`src/rtl/usb_pkg.sv`:
```
`default_nettype none
// ============================================================================
//  Module      : usb_pkg
//  Description : Shared types for the USB receive path. These are the PID class
//                codes produced by usb_rx and the state encoding of the
//                receive packet buffer.
//  Revision    : 1.0 - initial release
// ============================================================================
package usb_pkg;

    // PID class codes shared with usb_rx
    typedef enum logic [2:0] {
        RX_NONE      = 3'd0,
        RX_TOKEN_OUT = 3'd1,
        RX_TOKEN_IN  = 3'd2,
        RX_DATA0     = 3'd3,
        RX_DATA1     = 3'd4,
        RX_ACK       = 3'd5,
        RX_NAK       = 3'd6,
        RX_SETUP     = 3'd7
    } rx_pkt_t;

    // Receive buffer packet-tracking states
    typedef enum logic [1:0] {
        IDLE    = 2'd0,
        RECV    = 2'd1,
        COMMIT  = 2'd2,
        DISCARD = 2'd3
    } rxbuf_state_t;

endpackage
`default_nettype wire

```
`src/rtl/rxbuf_mem.sv`:
```
`default_nettype none
// ============================================================================
//  Module      : rxbuf_mem
//  Description : DEPTH x 8 register file with one synchronous write port and
//                one registered read port. The read register holds its value
//                when no read is requested.
//  Revision    : 1.0 - initial release
// ============================================================================
module rxbuf_mem #(
    parameter int DEPTH  = 64,
    parameter int ADDR_W = $clog2(DEPTH)
) (
    input  logic              clk,
    input  logic              rst,
    input  logic              i_we,
    input  logic [ADDR_W-1:0] i_waddr,
    input  logic [7:0]        i_wdata,
    input  logic              i_re,
    input  logic [ADDR_W-1:0] i_raddr,
    output logic [7:0]        o_rdata
);

    logic [7:0] r_mem [DEPTH];
    logic [7:0] r_rdata;

    // Storage array: written on every accepted byte, never reset
    always_ff @(posedge clk) begin
        if (i_we) begin
            r_mem[i_waddr] <= i_wdata;
        end
    end

    // Read register: loads only on a read, otherwise holds the last byte
    always_ff @(posedge clk) begin
        if (rst) begin
            r_rdata <= 8'h00;
        end else if (i_re) begin
            r_rdata <= r_mem[i_raddr];
        end
    end

    assign o_rdata = r_rdata;

endmodule
`default_nettype wire

```
`src/rtl/usb_rx_packet_buffer.sv`:
```
`default_nettype none
// ============================================================================
//  Module      : usb_rx_packet_buffer
//  Description : Circular byte store behind usb_rx. Payload bytes are written
//                speculatively and become visible to the reader only when the
//                packet ends without error. Errored or overflowed packets are
//                rolled back. The PID class of each good packet is latched.
//  Revision    : 1.0 - initial release
// ============================================================================
module usb_rx_packet_buffer
    import usb_pkg::*;
#(
    parameter int DEPTH  = 64,
    parameter int ADDR_W = $clog2(DEPTH)
) (
    input  logic              clk,
    input  logic              rst,
    input  logic              store_rx_packet,
    input  logic [7:0]        rx_packet_data,
    input  logic [2:0]        rx_packet,
    input  logic              packet_done,
    input  logic              r_error,
    input  logic              get_rx_data,
    input  logic              flush,
    output logic [7:0]        rx_data,
    output logic              rx_data_valid,
    output logic [ADDR_W:0]   occupancy,
    output logic              pkt_valid,
    output logic [2:0]        pkt_type,
    output logic              overflow
);

    localparam logic [ADDR_W:0] c_FULL_COUNT = (ADDR_W + 1)'(DEPTH);

    // Pointers carry one extra wrap bit so full and empty are distinguishable
    logic [ADDR_W:0] r_wr_ptr;
    logic [ADDR_W:0] r_cm_ptr;
    logic [ADDR_W:0] r_rd_ptr;
    rxbuf_state_t    r_state;
    rx_pkt_t         r_pkt_latched;
    rx_pkt_t         r_pkt_type;
    logic            r_pkt_bad;
    logic            r_overflow;
    logic            r_pkt_valid;
    logic            r_rx_data_valid;

    logic [ADDR_W:0] w_occupancy;
    logic            w_full;
    logic            w_pop;
    logic            w_write;
    logic            w_drop;

    // Full counts every byte not yet read, committed or speculative
    assign w_occupancy = r_cm_ptr - r_rd_ptr;
    assign w_full      = (r_wr_ptr - r_rd_ptr) == c_FULL_COUNT;
    assign w_pop       = get_rx_data && (w_occupancy != '0) && !flush;
    assign w_write     = store_rx_packet && !w_full && !flush;
    assign w_drop      = store_rx_packet && w_full;

    rxbuf_mem #(
        .DEPTH  (DEPTH),
        .ADDR_W (ADDR_W)
    ) u_mem (
        .clk     (clk),
        .rst     (rst),
        .i_we    (w_write),
        .i_waddr (r_wr_ptr[ADDR_W-1:0]),
        .i_wdata (rx_packet_data),
        .i_re    (w_pop),
        .i_raddr (r_rd_ptr[ADDR_W-1:0]),
        .o_rdata (rx_data)
    );

    // Pointer bookkeeping and packet commit/rollback state machine
    always_ff @(posedge clk) begin
        if (rst) begin
            r_wr_ptr        <= '0;
            r_cm_ptr        <= '0;
            r_rd_ptr        <= '0;
            r_state         <= IDLE;
            r_pkt_latched   <= RX_NONE;
            r_pkt_type      <= RX_NONE;
            r_pkt_bad       <= 1'b0;
            r_overflow      <= 1'b0;
            r_pkt_valid     <= 1'b0;
            r_rx_data_valid <= 1'b0;
        end else if (flush) begin
            r_wr_ptr        <= '0;
            r_cm_ptr        <= '0;
            r_rd_ptr        <= '0;
            r_state         <= IDLE;
            r_pkt_bad       <= 1'b0;
            r_overflow      <= 1'b0;
            r_pkt_valid     <= 1'b0;
            r_rx_data_valid <= 1'b0;
        end else begin
            r_pkt_valid     <= 1'b0;
            r_rx_data_valid <= w_pop;
            if (w_pop) begin
                r_rd_ptr <= r_rd_ptr + 1'b1;
            end
            if (w_write) begin
                r_wr_ptr <= r_wr_ptr + 1'b1;
            end
            if (w_drop) begin
                r_overflow <= 1'b1;
                r_pkt_bad  <= 1'b1;
            end
            case (r_state)
                IDLE, RECV: begin
                    // A packet_done in IDLE is a payload-less packet and is judged the same way
                    if (packet_done) begin
                        r_pkt_latched <= rx_pkt_t'(rx_packet);
                        r_state       <= (!r_error && !r_pkt_bad && !w_drop) ? COMMIT : DISCARD;
                    end else if (r_state == IDLE && store_rx_packet) begin
                        r_state <= RECV;
                    end
                end
                COMMIT: begin
                    r_cm_ptr    <= r_wr_ptr;
                    r_pkt_type  <= r_pkt_latched;
                    r_pkt_valid <= 1'b1;
                    r_state     <= IDLE;
                end
                DISCARD: begin
                    r_wr_ptr  <= r_cm_ptr;
                    r_pkt_bad <= 1'b0;
                    r_state   <= IDLE;
                end
                default: r_state <= IDLE;
            endcase
        end
    end

    assign rx_data_valid = r_rx_data_valid;
    assign occupancy     = w_occupancy;
    assign pkt_valid     = r_pkt_valid;
    assign pkt_type      = r_pkt_type;
    assign overflow      = r_overflow;

endmodule
`default_nettype wire
```
`config.mk`:
```
export PLATFORM = sky130hd
export DESIGN_NAME = usb_rx_packet_buffer
export DESIGN_NICKNAME = d
export VERILOG_FILES = /design/src/rtl/usb_pkg.sv /design/src/rtl/rxbuf_mem.sv /design/src/rtl/usb_rx_packet_buffer.sv
export SDC_FILE = /design/constraint.sdc
export NUM_CORES = 1
export LEC_CHECK = 0
export ABC_CLOCK_PERIOD_IN_PS = 3800
export BUFFER_PORTS_ARGS = -buffer_cell sky130_fd_sc_hd__buf_2
export CAP_MARGIN = 20
export CORE_MARGIN = 10
export CORE_UTILIZATION = 59
export CTS_BUF_LIST = sky130_fd_sc_hd__clkbuf_2 sky130_fd_sc_hd__clkbuf_4 sky130_fd_sc_hd__clkbuf_8
export DETAILED_ROUTE_END_ITERATION = 16
export PLACE_DENSITY = 0.83
export SYNTH_ARGS = -nofsm -noshare
export SYNTH_HDL_FRONTEND = slang
export SYNTH_SLANG_ARGS = --single-unit
export TNS_END_PERCENT = 1
```
`constraint.sdc`:
```
create_clock -name clk -period 3.8 [get_ports clk]
set_clock_uncertainty 0.2 [all_clocks]
set_input_delay 0 -clock clk [delete_from_list [all_inputs] [get_ports clk]]
set_output_delay 0 -clock clk [all_outputs]
set_load 0.005 [all_outputs]
```
# After elaboration in Yosys (flattened, before gate mapping)
# Memory sizes are Yosys's and may differ from the RTL's. A register that Yosys moved wholly into a read port is not among the register bits.
# Index checks and enable logic that the tools add are counted.
[totals]
regBits = 33
ramBits = 512
output_inout_bits = 21
word_cells = 52
n_memories = 1
in_bits = 18
[memory_table]
columns = ["memory", "depth", "width", "read_ports", "rd_ports_with_merged_regs", "write_ports", "line", "source"]
rows = [
  ["u_mem.r_mem", 64, 8, 1, 1, 1, "rxbuf_mem.sv:23", "logic [7:0] r_mem [DEPTH];"],
]
[op_classes]
n_eq_ne = 5
addsub = 4
n_bitwise = 1
reduce_logical = 22
mux = 9
[ops]
columns = ["operator", "count"]
rows = [
  ["$add 7x1->7 const B", 2],
  ["$mux 7", 2],
  ["$sub 7x7->7", 2],
  ["$logic_and 1x1->1", 8],
  ["$eq 7x7->1 const B", 1],
  ["$reduce_bool 7->1", 1],
  ["$reduce_or 2->1", 3],
  ["$logic_not 1->1", 5],
  ["$eq 2x2->1 const B", 2],
  ["$mux 1", 4],
  ["$mux 2", 2],
  ["$pmux 2 s2", 1],
  ["$ne 3x3->1 const B", 1],
  ["$reduce_and 3->1", 1],
  ["$reduce_or 3->1", 1],
  ["$eq 2x1->1 const B", 1],
  ["$logic_not 2->1", 1],
  ["$reduce_and 2->1", 1],
  ["$reduce_bool 2->1", 1],
  ["$not 1->1", 1],
]

# Depth between registers and ports, before layout
# Gate-level depths: netlist of run 1.
[logic_depth]
word_depth = 8
mapped_depth = 15
ltp_nobuf = 10

# Cells and area by module
# A second synthesis of run 1 with hierarchy kept.
[hier_totals]
hier_cells = 1270
hier_area_um2 = 22187.5
[by_module_without_submodules]
columns = ["mod", "cells_per_inst", "seq_area_each_um2", "area_per_inst_um2", "n_inst"]
rows = [
  ["rxbuf_mem", 1039, 15534.9, 20188.1, 1],
  ["usb_rx_packet_buffer", 231, 660.6, 1999.4, 1],
]

# Worst setup path before layout of run 1
# No wires, ideal clock.
[synth_timing]
path_type = "reg2reg"
startpoint = "register r_rd_ptr[2]"
endpoint = "register r_rd_ptr[0]"
t_arrival_ns = 3.257
setup_slack_ns = 0.215
stages_incl_launch_ff = 16
path_cell_list = "dfxtp_1 > clkbuf_1 > buf_2 > buf_2 > inv_2 > buf_1 > ha_1 > nand2b_1 > a211oi_2 > o32ai_1 > a2111o_1 > o41a_1 > buf_2 > buf_2 > xnor2_1 > nor2_1"
[synth_between]
elab_chain_len = 4
[synth_lines]
columns = ["element", "line", "source"]
rows = [
  ["from (decl)", "usb_rx_packet_buffer.sv:38", "logic [ADDR_W:0] r_rd_ptr;"],
  ["from (signal assigned)", "usb_rx_packet_buffer.sv:100", "r_rd_ptr <= r_rd_ptr + 1'b1;"],
  ["$sub 7x7->7", "usb_rx_packet_buffer.sv:54", "assign w_occupancy = r_cm_ptr - r_rd_ptr;"],
  ["$reduce_bool 7->1", "usb_rx_packet_buffer.sv:56", "assign w_pop = get_rx_data && (w_occupancy != '0) && !flush;"],
  ["$logic_and 1x1->1 (2 in a row)", "usb_rx_packet_buffer.sv:56", ""],
]
# No other way between the ends.
# A chain may end at the register's enable or synchronous reset.

# Final worst setup path of run 1
[layout_timing]
startpoint = "register r_rd_ptr[5]"
endpoint = "memory u_mem.r_mem[5][3] (enable)"
[layout_between]
elab_chain_len = 7
[layout_lines]
columns = ["element", "line", "source"]
rows = [
  ["$sub 7x7->7", "usb_rx_packet_buffer.sv:55", "assign w_full = (r_wr_ptr - r_rd_ptr) == c_FULL_COUNT;"],
  ["$eq 7x7->1", "usb_rx_packet_buffer.sv:55", ""],
  ["$logic_not 1->1", "usb_rx_packet_buffer.sv:57", "assign w_write = store_rx_packet && !w_full && !flush;"],
  ["$logic_and 1x1->1 (2 in a row)", "usb_rx_packet_buffer.sv:57", ""],
  ["$mux 1", "rxbuf_mem.sv:28", "if (i_we) begin"],
  ["$mux 1 (not written as such)", "rxbuf_mem.sv:29", "r_mem[i_waddr] <= i_wdata;"],
  ["to (decl)", "rxbuf_mem.sv:23", ""],
]
# No other way between the ends.

==> results of run 1 <==
[final cells by class]
| type | instances | area (µm²) | share of cell area [%] |
|---|---|---|---|
| clock buffer | 108 | 1340 | 5.38 |
| inverter | 16 | 60.1 | 0.241 |
| sequential | 553 | 16200 | 65.0 |
| tap | 468 | 586 | 2.35 |
| timing repair buffer | 119 | 971 | 3.89 |
| clock inverter | 40 | 249 | 0.998 |
| multi-input combinational | 608 | 5530 | 22.2 |
[flip-flops by register name, indices dropped and copies added (netlist names)]
| name | flops |
|---|---|
| overflow | 1 |
| pkt_type | 3 |
| pkt_valid | 1 |
| r_cm_ptr | 7 |
| r_pkt_bad | 1 |
| r_pkt_latched | 3 |
| r_rd_ptr | 7 |
| r_state | 2 |
| r_wr_ptr | 7 |
| rx_data_valid | 1 |
| u_mem.o_rdata | 8 |
| u_mem.r_mem | 512 |
[stage by stage]
step | total power [mW] | instance area (µm²) | setup slack [ns]
global route | 11.9 | 24900 | 0.0208
floorplan | 6.84 | 22100 | 0.215
detailed placement | 6.97 | 23000 | 0.245
global placement | 6.96 | 23000 | 0.482
CTS | 11.6 | 24800 | 0.195
finish | 11.6 | 24900 | 0.161
[cell usage in the layout (no fill, tap or decap), drive strengths merged, types with 13 or more instances in the layout]
| cell type | Yosys | routed |
|---|---|---|
| inv | 16 | 18 |
| dlygate4sd3 | 0 | 29 |
| mux4 | 125 | 125 |
| nor2 | 120 | 120 |
| buf | 41 | 90 |
| o21ai | 20 | 20 |
| nand2 | 130 | 130 |
| dfxtp | 41 | 41 |
| mux2i | 34 | 34 |
| a311oi | 13 | 13 |
| edfxtp | 512 | 512 |
| clkbuf | 25 | 108 |
| a21oi | 31 | 31 |
| clkinv | 0 | 33 |
| ha | 14 | 14 |
[timing repair]
action | 4_1_cts | 5_1_grt
gates resized for setup | 0 | 4
setup endpoints to repair | 0 | 31
endpoints found under the hold margin | 233 | 244
hold buffers | 25 | 4
[cell families (layout without fill, tap and decap cells)]
kind of cell / count (synthesis) / count (layout) / synth area share (%)
adders and majority gates: 15 / 15 / 0.882
xor gates and xnor gates: 10 / 10 / 0.396
muxes: 159 / 159 / 14.3
DFF: 553 / 553 / 73.2
AOI/OAI and AO/OA: 108 / 108 / 3.32
and+or+nand+nor: 316 / 316 / 6.10
buffers and inverters: 82 / 283 / 1.85
[power by group]
part | internal [mW] | switching [mW]
Combinational | 0.0678 | 0.153
Sequential | 6.65 | 0.00727
Clock | 2.46 | 2.22
Total | 9.17 | 2.39
[worst max-delay path, cell delays in order, from the launching register on]
cell	delay [ns]
dfxtp_1	0.43
inv_1	0.21
ha_1	0.37
o21a_1	0.14
o21ai_0	0.15
a221o_1	0.26
nor2_1	0.09
nor2b_1	0.30
nand4b_1	0.14
buf_4	0.24
nor2_1	0.73
[layer usage]
metal  GRT usage (%)  up-vias  share of wire [%]
li1                -     5206                  -
met1            31.9     6237                 38
met2            34.6      886                 47
met3            5.14      130                 11
met4            8.48        0                3.3
met5               0        -                  0
[final timing paths]
| check | start | to | slack, ns |
|---|---|---|---|
| max | r_rd_ptr[5]$_SDFFE_PP0P_ | u_mem.r_mem[5][3]$_DFFE_PP_ | 0.16 |
| min | store_rx_packet | r_pkt_bad$_SDFFE_PP0P_ | 0.05 |
| max reg2reg | r_rd_ptr[5]$_SDFFE_PP0P_ | u_mem.r_mem[5][3]$_DFFE_PP_ | 0.16 |
| min reg2reg | r_pkt_bad$_SDFFE_PP0P_ | r_pkt_bad$_SDFFE_PP0P_ | 0.26 |
==> reports/metrics.cfg, run 1 <==
[run_status]
status = completed

[synth]
yosysTopAreaCell = edfxtp_1
syn_avg_cell_area_um2 = 17.8
synth_area_leaders = edfxtp_1, mux4_2, dfxtp_1
synth_most_common_cell = edfxtp_1
ys_types = 58
synth_warnings = 0
ys_seq_elements = 553
synth-edff-count = 512
synth-seq-area-share_pct = 73.2
synth.top_cell.area_share_pct = 69.5
synth_nets = 1276
synth_common_cells = edfxtp_1, nand2_1, mux4_2
ys.flop_type = edfxtp_1
syn_inst = 1243
syn-cell-area_um2 = 22100
ys_async_sr_fraction_pct = 0

[final_layout]
fin_util_pct = 67.8
n_fill_cell = 2254
antenna_cells = 0
syn_to_final_growth_pct = 12.7
final_cells = 1912
nets = 1414
drive_gt1_share_pct = 25.3

[drt]
dr.pass1.iters = 7
vias_per_cell = 6.52
num_vias = 12459
ant_nets = 0
drc = 0
wl_per_cell_um = 26.4
drt-total-wl_um = 50500
drtIter0Drc = 1724

[sta]
setup_violations = 0
slew_headroom_pct = 38.4
finalMaxSlewViolations = 0
finalCriticalPeriod_ns = 3.64
grt_setup_unrepaired = no
hold_viol = 0
fin_crit_sh_pct = 95.8
fmax_mhz = 275
fin_hold_ws_ns = 0.0520
worst_pin_slew_ns = 0.920
fin_tns_setup_ns = 0

[pwr]
leakagePower_nw = 7.99
power.density_nw_per_um2 = 463
vdd_drop_max_mv = 0.228

[floorplan]
core_area_um2 = 36800
die_area_um2 = 45700
start_util_pct = 60.2
die_w_um = 214
io_pins = 39
die_y_um = 214
row_count = 70

[clocking]
clock-sinks = 553
cts_buffers = 83
cts_tree = built
post_cts_buffers = 0
insertion_delay_ns = 0.62
clk_pin_slew_ns = 0.06
ctsLongestPathBuffers = 3
cts_root_buffer = clkbuf_8
htreeDepth = 3

[global_route]
antenna_found_initial = 0
gr-total-overflow = 0
grt_pass1_vias = 12395
grt_usage_pct = 22.7
grt_max_degree = 80
grt_first_pass_wirelength_um = 76900

[hold_path]
min_path_type = in -> reg
min_path_cells = 4

[placement]
place_inst = 1730
hpwlAfterDp_um = 29800
io_buffers = 38
place_congestion = 0.990

[setup_path]
worstPathRequired_ns = 3.84
crit_path_end_kind = register
arrival_ns = 3.68
critPathMaxFanout = 8
path_class = reg -> reg
startpoint_type = register
r2r_cells = 10

[job]
maxCapViolations = 0

(Power assumes the default switching activity.)
==> inputs of run 2 (changes only) <==
--- a/config.mk
+++ b/config.mk
@@ -5,14 +5,13 @@
 export SDC_FILE = /design/constraint.sdc
 export NUM_CORES = 1
 export LEC_CHECK = 0
-export ABC_CLOCK_PERIOD_IN_PS = 3800
+export ABC_CLOCK_PERIOD_IN_PS = 3700
 export BUFFER_PORTS_ARGS = -buffer_cell sky130_fd_sc_hd__buf_2
-export CAP_MARGIN = 20
 export CORE_MARGIN = 10
-export CORE_UTILIZATION = 59
+export CORE_UTILIZATION = 63
 export CTS_BUF_LIST = sky130_fd_sc_hd__clkbuf_2 sky130_fd_sc_hd__clkbuf_4 sky130_fd_sc_hd__clkbuf_8
 export DETAILED_ROUTE_END_ITERATION = 16
-export PLACE_DENSITY = 0.83
+export PLACE_DENSITY = 0.84
 export SYNTH_ARGS = -nofsm -noshare
 export SYNTH_HDL_FRONTEND = slang
 export SYNTH_SLANG_ARGS = --single-unit
==> constraint.sdc (replaced) <==
create_clock -name clk -period 3.7 [get_ports clk]
set_clock_uncertainty 0.2 [all_clocks]
set_input_delay 0 -clock clk [delete_from_list [all_inputs] [get_ports clk]]
set_output_delay 0 -clock clk [all_outputs]
set_load 0.005 [all_outputs]
==> run 2 against run 1 <==
  * Sequential share of layout area grew 0.28 points
  * Routed wire length grew 1.2%
  * Cell count shrank 1.0%
  * Highest routed layer unchanged
  * Critical endpoint is now u_mem.o_rdata[2]$_SDFFE_PP0P_
  * Worst setup slack lost 0.13 ns
  * Flip-flop and latch count is the same
  * Combinational power grew 2%
  * Utilization grew 3.9 points
==> reports/metrics.cfg, run 2 (synthesized netlist as in run 1, its figures left out) <==
[placement]
io_buffers = 38
place_congestion = 0.993
hpwlAfterDp_um = 31600
place_inst = 1708
pre_cts_ws_ns = 0.141
place_area_um2 = 22900

[sta]
fmax_mhz = 272
grt_setup_unrepaired = yes
finalCriticalPeriod_ns = 3.67
finalMaxSlewViolations = 0
worst_pin_slew_ns = 1.12
layout_setup_ws_ns = 0.0285
fin_crit_sh_pct = 99.2
setup_violations = 0
hold_viol = 0
slew_headroom_pct = 25.2

[drt]
num_vias = 12441
dr.pass1.iters = 6
drtIter0Drc = 1799
drc = 0
drt-total-wl_um = 51200
vias_per_cell = 6.58
wl_per_cell_um = 27.0
ant_nets = 0

[pwr]
power.density_nw_per_um2 = 481
power_mw = 11.9
vdd_drop_max_mv = 0.264
leakagePower_nw = 7.91

[floorplan]
die_area_um2 = 43000
io_pins = 39
row_count = 68
die_y_um = 207
core_area_um2 = 34600
start_util_pct = 63.9
die_w_um = 207

[global_route]
grt_first_pass_wirelength_um = 77900
antenna_found_initial = 0
grt_pass1_vias = 12342
grt_max_degree = 78
gr-total-overflow = 0
grt_usage_pct = 23.7

[hold_path]
min_path_type = in -> reg

[final_layout]
drive_gt1_share_pct = 24.6
final_cells = 1892
layout_common_cells = edfxtp_1, nand2_1, mux4_2
antenna_cells = 0
layout_commonest_cell = edfxtp_1
fin_area_um2 = 24800
regMostFlops = u_mem.r_mem
nets = 1404
syn_to_final_growth_pct = 12.3
largest_reg_flops = 512

[setup_path]
arrival_ns = 4.01
path_class = reg -> reg
critPathMaxFanout = 27
worstPathRequired_ns = 4.04
startpoint_type = register
crit_path_end_kind = register

[clocking]
cts_buffers = 85
htreeDepth = 3
insertion_delay_ns = 0.65
ctsLongestPathBuffers = 3
cts_tree = built
cts_root_buffer = clkbuf_8
clk_pin_slew_ns = 0.06
clock-sinks = 553

[run_status]
status = completed

[job]
maxCapViolations = 0

-- run 2: stage by stage --
step           hold WS (ns)  utilization (%)  TNS (ns)
3_5_place_dp         0.0500             66.1         0
6_report             0.0533             71.7         0
2_1_floorplan        -0.101                -         0
5_1_grt              0.0990             71.7    -0.168
4_1_cts              0.0241             71.7         0
3_3_place_gp         0.0411             66.1         0
-- run 2: where the power goes --
group / switching (mW) / internal, mW
Sequential: 0.00727 / 6.83
Clock: 2.29 / 2.59
Combinational: 0.163 / 0.0623
Total: 2.46 / 9.48
-- run 2: repair_timing --
item                                    4_1_cts  5_1_grt
setup buffers                                 0        0
hold buffers                                 31        0
endpoints found under the hold margin       292        0
endpoints found under the setup margin        0       65
gates resized for setup                       0        8
-- run 2: path summary, 6_finish.rpt --
check                                 from                            end  slack [ns]  cells after the start
setup / recovery  r_rd_ptr[0]$_SDFFE_PP0P_  u_mem.o_rdata[2]$_SDFFE_PP0P_        0.03                     11
hold / removal             store_rx_packet         r_pkt_bad$_SDFFE_PP0P_        0.05                      4
setup reg to reg  r_rd_ptr[0]$_SDFFE_PP0P_  u_mem.o_rdata[2]$_SDFFE_PP0P_        0.03                     11
hold reg to reg     r_pkt_bad$_SDFFE_PP0P_         r_pkt_bad$_SDFFE_PP0P_        0.26                      2
-- run 2: final cells by class --
cell class	instances	area, µm²
clock buffer	118	1440
multi-input combinational	608	5550
sequential	553	16200
timing repair buffer	107	823
tap	455	569
inverter	16	60.1
fill	1959	9790
clock inverter	35	198
-- run 2: routing by layer --
metal  global-route usage [%]  part of all wire, %  wire (µm)  vias to the layer above
met3                     5.88                   12       6180                      127
met4                     9.93                  3.5       1790                        0
li1                         -                    -          -                     5192
met5                        0                    0          0                        -
met1                     34.1                   39      19900                     6232
met2                     34.2                   46      23300                      890
-- run 2: worst max-delay path, stage by stage, from the launching register on --
cell	delay, ns
dfxtp_4	0.39
ha_1	0.22
fa_1	0.39
nand2b_1	0.21
a211oi_4	0.29
o32ai_1	0.16
a2111o_1	0.36
o41a_1	0.30
buf_4	0.23
mux2i_1	0.18
nor2_1	0.05
dlygate4sd3_1	0.56
